==> src/rtl/jk_stim_gen.sv <==
// jk_stim_gen
//    Stimulus and checker for a JK flip-flop under test. It takes WIDTH-bit words of
//    target Q values on a valid/ready handshake and applies them MSB first. Each bit
//    takes two cycles: a DRIVE cycle that presents the JK excitation for the move from
//    the tracked Q to the target bit, then a CHECK cycle that holds JK=00 and compares
//    the returned Q against the tracked value.
//
// Ports
//    CLK        clock, rising edge
//    RESET      asynchronous reset, active low
//    pat_valid  target word offered
//    pat_data   target word, bit WIDTH-1 applied first
//    pat_ready  word can be accepted (IDLE only)
//    JK         {J,K} to the flip-flop under test
//    q_fb       Q returned by the flip-flop under test
//    q_model    expected Q of the flip-flop under test
//    busy       word in progress
//    done       one-cycle pulse after the last bit is checked
//    err_clr    synchronous clear of err_cnt, wins over an increment
//    err_cnt    saturating mismatch count, kept across words
//
// Build option
//    JK_TOGGLE_EN  defined: every state change is driven as JK=11 (toggle).
//                  undefined: 0->1 is driven as 10 (set), 1->0 as 01 (reset).
//
// state   | meaning
// --------+-------------------------------------------------------------
// S_IDLE  | waiting for a word, pat_ready=1
// S_DRIVE | JK excitation for the current bit on the pins
// S_CHECK | JK=00, q_fb compared with q_model, then next bit or IDLE

module jk_stim_gen #(
   parameter int WIDTH = 8,
   parameter int CNT_W = 8
) (
   input  logic             CLK,
   input  logic             RESET,
   input  logic             pat_valid,
   input  logic [WIDTH-1:0] pat_data,
   output logic             pat_ready,
   output logic [1:0]       JK,
   input  logic             q_fb,
   output logic             q_model,
   output logic             busy,
   output logic             done,
   input  logic             err_clr,
   output logic [CNT_W-1:0] err_cnt
);

   localparam int BC_W = (WIDTH > 2) ? $clog2(WIDTH) : 1;
   localparam logic [CNT_W-1:0] ERR_MAX = '1;

   typedef enum logic [1:0] {
      S_IDLE  = 2'd0,
      S_DRIVE = 2'd1,
      S_CHECK = 2'd2
   } state_t;

   state_t           state;
   logic [WIDTH-1:0] shreg;
   logic [BC_W-1:0]  bit_cnt;

   // JK needed to move the flip-flop from q to t on the next edge.
   function automatic logic [1:0] excite(input logic q, input logic t);
      logic [1:0] jk;
      jk = 2'b00;
      if (q != t) begin
`ifdef JK_TOGGLE_EN
         jk = 2'b11;
`else
         jk = t ? 2'b10 : 2'b01;
`endif
      end
      return jk;
   endfunction

   assign pat_ready = (state == S_IDLE);
   assign busy      = (state != S_IDLE);

   always_ff @(posedge CLK or negedge RESET) begin
      if (!RESET) begin
         state   <= S_IDLE;
         shreg   <= '0;
         bit_cnt <= '0;
         JK      <= 2'b00;
         q_model <= 1'b0;
         done    <= 1'b0;
         err_cnt <= '0;
      end else begin
         done <= 1'b0;

         if (err_clr)
            err_cnt <= '0;
         else if (state == S_CHECK && q_fb != q_model && err_cnt != ERR_MAX)
            err_cnt <= err_cnt + 1'b1;

         case (state)
            S_IDLE: begin
               JK <= 2'b00;
               if (pat_valid) begin
                  shreg   <= pat_data;
                  bit_cnt <= BC_W'(WIDTH - 1);
                  // JK is registered, so the first excitation is loaded on the
                  // accepting edge to appear in the first DRIVE cycle.
                  JK      <= excite(q_model, pat_data[WIDTH-1]);
                  state   <= S_DRIVE;
               end
            end
            S_DRIVE: begin
               q_model <= shreg[WIDTH-1];
               JK      <= 2'b00;
               state   <= S_CHECK;
            end
            S_CHECK: begin
               if (bit_cnt == '0) begin
                  done  <= 1'b1;
                  state <= S_IDLE;
               end else begin
                  bit_cnt <= bit_cnt - BC_W'(1);
                  shreg   <= shreg << 1;
                  // q_model already holds the bit just applied.
                  JK      <= excite(q_model, shreg[WIDTH-2]);
                  state   <= S_DRIVE;
               end
            end
            default: begin
               JK    <= 2'b00;
               state <= S_IDLE;
            end
         endcase
      end
   end

endmodule

==> config.mk <==
export PLATFORM = sky130hd
export DESIGN_NAME = jk_stim_gen
export DESIGN_NICKNAME = d
export VERILOG_FILES = /design/src/rtl/jk_stim_gen.sv
export SDC_FILE = /design/constraint.sdc
export NUM_CORES = 1
export LEC_CHECK = 0
export CORE_ASPECT_RATIO = 1.5
export CORE_MARGIN = 2
export CORE_UTILIZATION = 46
export CTS_BUF_LIST = sky130_fd_sc_hd__clkbuf_4 sky130_fd_sc_hd__clkbuf_8
export CTS_CLUSTER_SIZE = 10
export DETAILED_ROUTE_END_ITERATION = 16
export MAX_ROUTING_LAYER = met4
export PLACE_DENSITY = 0.79
export SLEW_MARGIN = 10
export SYNTH_ARGS = -nofsm -noshare
export SYNTH_HDL_FRONTEND = slang
export SYNTH_SLANG_ARGS = --single-unit
==> constraint.sdc <==
create_clock -name CLK -period 1.6 [get_ports CLK]
set_input_delay 0.48 -clock CLK [delete_from_list [all_inputs] [get_ports CLK]]
set_output_delay 0.48 -clock CLK [all_outputs]
set_load 0.02 [all_outputs]
---- Word-level counts from Yosys, hierarchy flattened ----
Cells that the tools add are included.
storage, ports and cells
  flip-flop bits (word level) ............. 25
  bits in latches ......................... 0
  bits in writable memories ............... 0
  ROM bits ................................ 0
  bits of input ports ..................... 13
  output and inout port bits .............. 14
  word-level logic and storage cells ...... 45
  memories kept ........................... 0
cells by class
  add/sub/neg operators ................... 2
  multipliers ............................. 0
  divide/modulo/power cells ............... 0
  magnitude comparators ................... 0
  equal/unequal tests ..................... 8
  shift-type cells ........................ 0
  mux-type cells .......................... 20
  bitwise operators ....................... 0
  reduce and logical (&&, ||, !) cells .... 8
operators by type and width
  kind                                              count
  two-way mux 8 bit                                 4
  case mux 8 bit (2 select lines)                   1
  two-way mux 2 bit                                 7
  adder 8 x 1 -> 8 bit, second input constant       1
  != test 8 bit, second input constant              1
  two-way mux 3 bit                                 2
  case mux 2 bit (3 select lines)                   1
  case mux 3 bit (2 select lines)                   1
  nonzero test 2 bit                                3
  != test 2 bit, second input constant              2
  case mux 2 bit (2 select lines)                   1
  zero test 3 bit                                   1
  two-way mux 1 bit                                 3
  != test 1 bit                                     3
  AND reduction 3 bit                               1
  subtractor 3 x 1 -> 3 bit, second input constant  1
  == test 2 x 1 -> 1 bit, second input constant     1
  == test 2 bit, second input constant              1
  logical AND 1 bit                                 2
  zero test 2 bit                                   1

---- Longest topological paths before layout ----
Gate-level depths: netlist of the first run.
  depth after elaboration ................. 5
  mapped depth ............................ 8
  gate-level depth less buffers ........... 8

---- Worst setup path after synthesis of the first run ----
No wires, ideal clock.
  kind .................................... reg2reg
  start ................................... reg err_cnt[0]
  end ..................................... reg err_cnt[5]
  setup time .............................. 0.125 ns
  data arrival time ....................... 1.510 ns
  data required time ...................... 1.475 ns
  slack ................................... -0.035 ns
  cell stages (with the launch flop) ...... 6
  buffers on the path ..................... 0
  clock period less this slack ............ 1.635 ns
  cells stage by stage .................... dfrtp_1 -> ha_1 -> nand2_1 -> nor2_1 -> nor4_1 -> mux2_2
on the way
  longest elaborated chain between the ends .. 3
  elaborated cells on any way between the ends .. 6
  those cells by class .................... add/sub: 1; eq/ne: 1; mux: 2; reduce/logical: 2
RTL lines
  what                                                            RTL line  text
  from (decl)                                                     47        output logic [CNT_W-1:0] err_cnt
  from (signal assigned)                                          95        err_cnt <= err_cnt + 1'b1;
  adder 8 x 1 -> 8 bit / != test 8 bit (equally long branches)    95, 94
  two-way mux 8 bit / logical AND 1 bit (equally long branches)   94        else if (state == S_CHECK && q_fb != q_model && err_cnt != ERR_MAX)
  two-way mux 8 bit / nonzero test 2 bit (equally long branches)  --
Several ways; a longest one is shown, not always the timed one. The select of a mux whose other input is x is not followed.
A chain may end at the register's enable or synchronous reset.

---- Worst setup path in the final report of the first run ----
  start ................................... in q_fb
  end ..................................... reg err_cnt[3]
on the way
  longest elaborated chain between the ends .. 4
RTL lines
  what                             RTL line  text
  from (decl)                      42        input logic q_fb,
  != test 1 bit                    94
  logical AND 1 bit (2 in series)  94
  nonzero test 2 bit (no line)     --
No other way between the ends.

==> summary.md, run 1 <==
| Metric | Value |
|---|---|
| Status | finished, final reports clean |
| Fraction of synthesized cell area taken by the top area cell type | 50.9% |
| Number of antenna violations at the first check in global routing | 0 |
| CTS tree | built |
| Number of nets with antenna violations after detailed routing | 0 |
| CTS sink count | 25 |
| Final std cells w/o fill | between 200 and 250 |
| CTS H-tree depth | 1 |
| Net count after synthesis | between 100 and 150 |
| Depth of the worst hold-timing path | 1 |
| Worst hold-check path type | reg2reg |
| Actual slew at the worst max-slew pin | between 0.3 and 0.4 ns |
| Post-synth cell types | 38 |
| Proportion of power drawn by combinational gates | between 40% and 50% |
| # setup viols final | 0 |
| Switching power | 0.907 mW |
| Share of layout cells above drive strength 1 | a little over a quarter |
| Max-cap check violation count | 0 |
| Post-Syn Area per Cell | slightly below 10 um2 |
| Total power divided by cell area | between 1000 and 1500 mW/mm2 |
| Clock root buffer | clkbuf_8 |
| Total number of yosys warnings | 0 |
| Number of synthesized flops with an enable pin | 0 |
| Total GRT Usage | just over 20% |
| Reg2reg path depth | 5 |
| CTS Hold Buffers Added | 0 |
| Startpoint of the most critical hold path | shreg[7] |
| Total number of vias | roughly 1100 |
| Async set or reset register ratio after synthesis | 100% |
| Post-DR wirelength/cell | roughly 13 um |
| Vias/cell | around 5.3 |
| Initial core utilization | between 40% and 50% |
| DIE HEIGHT | 67.3 um |
| Layout-stage area growth over the synthesis result | 44.6% |
| Switching power share of the total | 37.6% |
| Initial DRT Pass Iterations | 4 |
| Post-synthesis instance total | ~130 |
| Unrepaired setup endpoints after global routing | yes |
| Kind of launch point of the worst setup path | primary input |
| Post-Syn Area | 0.00123 mm2 |
| Fin crit share | between 90% and 100% |
| Data required, critical path | roughly 1.8 ns |
| Internal power consumption | about 1.5 mW |
| Worst-path clk slew | roughly 0.09 ns |
| Drc violations | 0 |
| Buffer depth of the longest clock path | 2 |
| Final net count | approximately 190 |
| Type of the worst setup path | in2reg |
| Synth area leader | dfrtp_1 |
| Placed insts | about 200 |
| Endpoint of the worst hold path | q_model |
| Area of the placeable core | ~0.0026 mm2 |
| Reg2reg end | err_cnt[3] |
| Cells along the critical path | dlygate4sd2_1, xor2_2, nand3_4, or4_1, a21oi_2 |
| Arrival @ worst endpoint | approximately 1.8 ns |
| Std-Cell Rows | 23 |
| Register bit count reported by yosys | 25 |
| Clock network latency to the later pin of the worst-skew pair | 0.26 ns |
| Overflow after GRT | 0 |
| Worst flop-to-flop path startpoint | state[0] |
| Peak supply drop | between 1 and 1.5 mV |
| Count of filler cells inserted in the layout | ~190 |
| RD Place Congestion | roughly 0.83 |
| Total CTS buffers | 3 |
| Via count of the first global-routing pass | about 1100 |
| Setup Skew | approximately 0.0036 ns |
| Max-slew violation count | 0 |
| Max-Slew Margin vs Limit | between 70% and 80% |
| Endpoint type of the worst setup path | flop |
| Number of antenna diodes | 0 |
| Final hold violation count | 0 |
| Summed negative setup slack over all endpoints | 0 ns |
| Crit path time final | approximately 1.6 ns |
| Fmax | between 600 and 700 MHz |
| Port-buffer cells | 26 |
| Clock share of power | 15.0% |
| Largest net degree at the start of global routing | 26 |
| Critical path's top delay family | simple AND/OR/NAND/NOR gates |
| Ys flop type | dfrtp_1 |
| Total length of routed wires | about 2.8 mm |
| Part of the Yosys area used for sequential elements | 50.9% |
| Max Fanout on Critical Path | 4 |
| Maximum cell stage delay along the critical path | ~0.5 ns |
| Leakage | 0.819 nW |
| Share of total power in sequential cells | about two fifths |
| Detailed-placement wirelength estimate | between 2 and 2.5 mm |
| Cell with the largest stage delay on the worst path | or4_1 |
| Number of buffers and inverters on the critical path | 1 |
| Drt initial violations | 45 |
| Die span in x | 46.2 um |
| Ranking of synthesized cells by area | dfrtp_1 (51%), nor2_1 (7.6%), o22ai_1 (4.1%) |
| Global-route wire length before repair | between 4 and 5 mm |
| Ports | 27 |
| Die area | 0.00311 mm2 |
| Setup slack, reg-to-reg | about 0.015 ns |
==> layer usage <==
metal / GRT usage (%) / wire, um / vias to the layer above
li1: - / - / 546
met1: 23.0 / 1140 / 552
met2: 36.1 / 1600 / 27
met3: 2.94 / 73 / 4
met4: 8.21 / 33 / 0
met5: - / 0 / -
==> worst max-delay path by stage <==
stage | startpoint | end | slack [ns] | cells past startpoint
finish | q_fb | err_cnt[3] | 0.02 | 5
global route | state[0] | err_cnt[3] | -0.03 | 5
CTS | state[0] | err_cnt[5] | -0.02 | 5
detailed placement | q_fb | err_cnt[5] | -0.52 | 5
global placement | q_fb | err_cnt[7] | -0.47 | 5
floorplan | state[0] | err_cnt[5] | -0.004 | 5
==> sequential cells by signal, indices dropped and copies added (netlist names) <==
name and flops:
shreg 8, JK 2, err_cnt 8, state 2, q_model 1, bit_cnt 3, done 1
==> layout make-up <==
class	count	area, um2	share of cell area, %
clock buffers	3	41.3	2.32
multi-input cells	91	627	35.3
flip-flops and latches	25	626	35.2
inverters	8	30.0	1.69
well taps	37	46.3	2.61
repair buffers	47	402	22.6
clock inverters	1	5.00	0.282
==> through the flow <==
stage / total power, mW / instance area, um2 / worst slack (ns) / hold slack (ns) / util (%)
final: 2.42 / 1780 / 0.0153 / 0.511 / 67.8
after global routing: 2.57 / 1780 / -0.0259 / 0.528 / 67.8
after CTS: 2.36 / 1710 / -0.0234 / 0.513 / 65.3
after detailed placement: 2.01 / 1660 / -0.524 / 0.492 / 63.4
after global placement: 1.95 / 1660 / -0.467 / 0.479 / 63.4
after floorplan: 1.55 / 1230 / -0.00376 / 0.184 / -
==> cell usage after synthesis (2+ instances only) <==
cell	instances
nor3_1	3
mux2_2	3
o21ai_0	2
ha_1	3
a21oi_1	3
nor2_1	25
nor4_1	2
o22ai_1	8
dfrtp_1	25
buf_2	2
nor2b_1	3
inv_1	7
a211oi_1	3
nand2_1	9
nand2b_1	2
nand3b_1	2
a31oi_1	3
nand4_1	2
==> power by group through the flow <==
stage                     Clock (mW)  Sequential (mW)  Combinational [mW]
after CTS                      0.371            0.958                1.03
final                          0.362            0.958                1.10
after global placement             0            0.960               0.994
after floorplan                    0            0.991               0.557
after detailed placement           0            0.973                1.04
after global routing           0.402            0.975                1.19
==> logic make-up after synthesis <==
logic type	share of synthesized area, %
compound gates	14.5
xor+xnor	2.75
fa+ha+maj	3.06
buf+inv	3.56
flops	50.9
mux	3.56
simple gates	21.7
==> timing repair <==
item	4_1_cts	5_1_grt
gates resized for setup	25	14
pin swaps	4	4
gates cloned	0	0
setup buffers	1	2
setup endpoints to repair	25	16
==> placed cells by master, fill, tap and decap left out, drive strengths merged, types with 3 or more instances in the layout <==
master	netlist	final
nor2	25	25
nor3	3	3
clkbuf	0	3
dfrtp	25	25
a21oi	3	3
clkdlybuf4s50	0	10
inv	8	8
nand2	9	9
ha	3	3
mux2	3	3
dlygate4sd2	0	13
nor2b	3	3
a31oi	3	3
a211oi	3	3
buf	3	23
o22ai	8	8
No activity file was read; power rests on OpenSTA's default activity.
==> run 2, diff against run 1 <==
CTS_CLUSTER_SIZE = not set   (was 10)
==> results of run 2 <==
Final layout, timing and power as in run 1 (identical DEF).
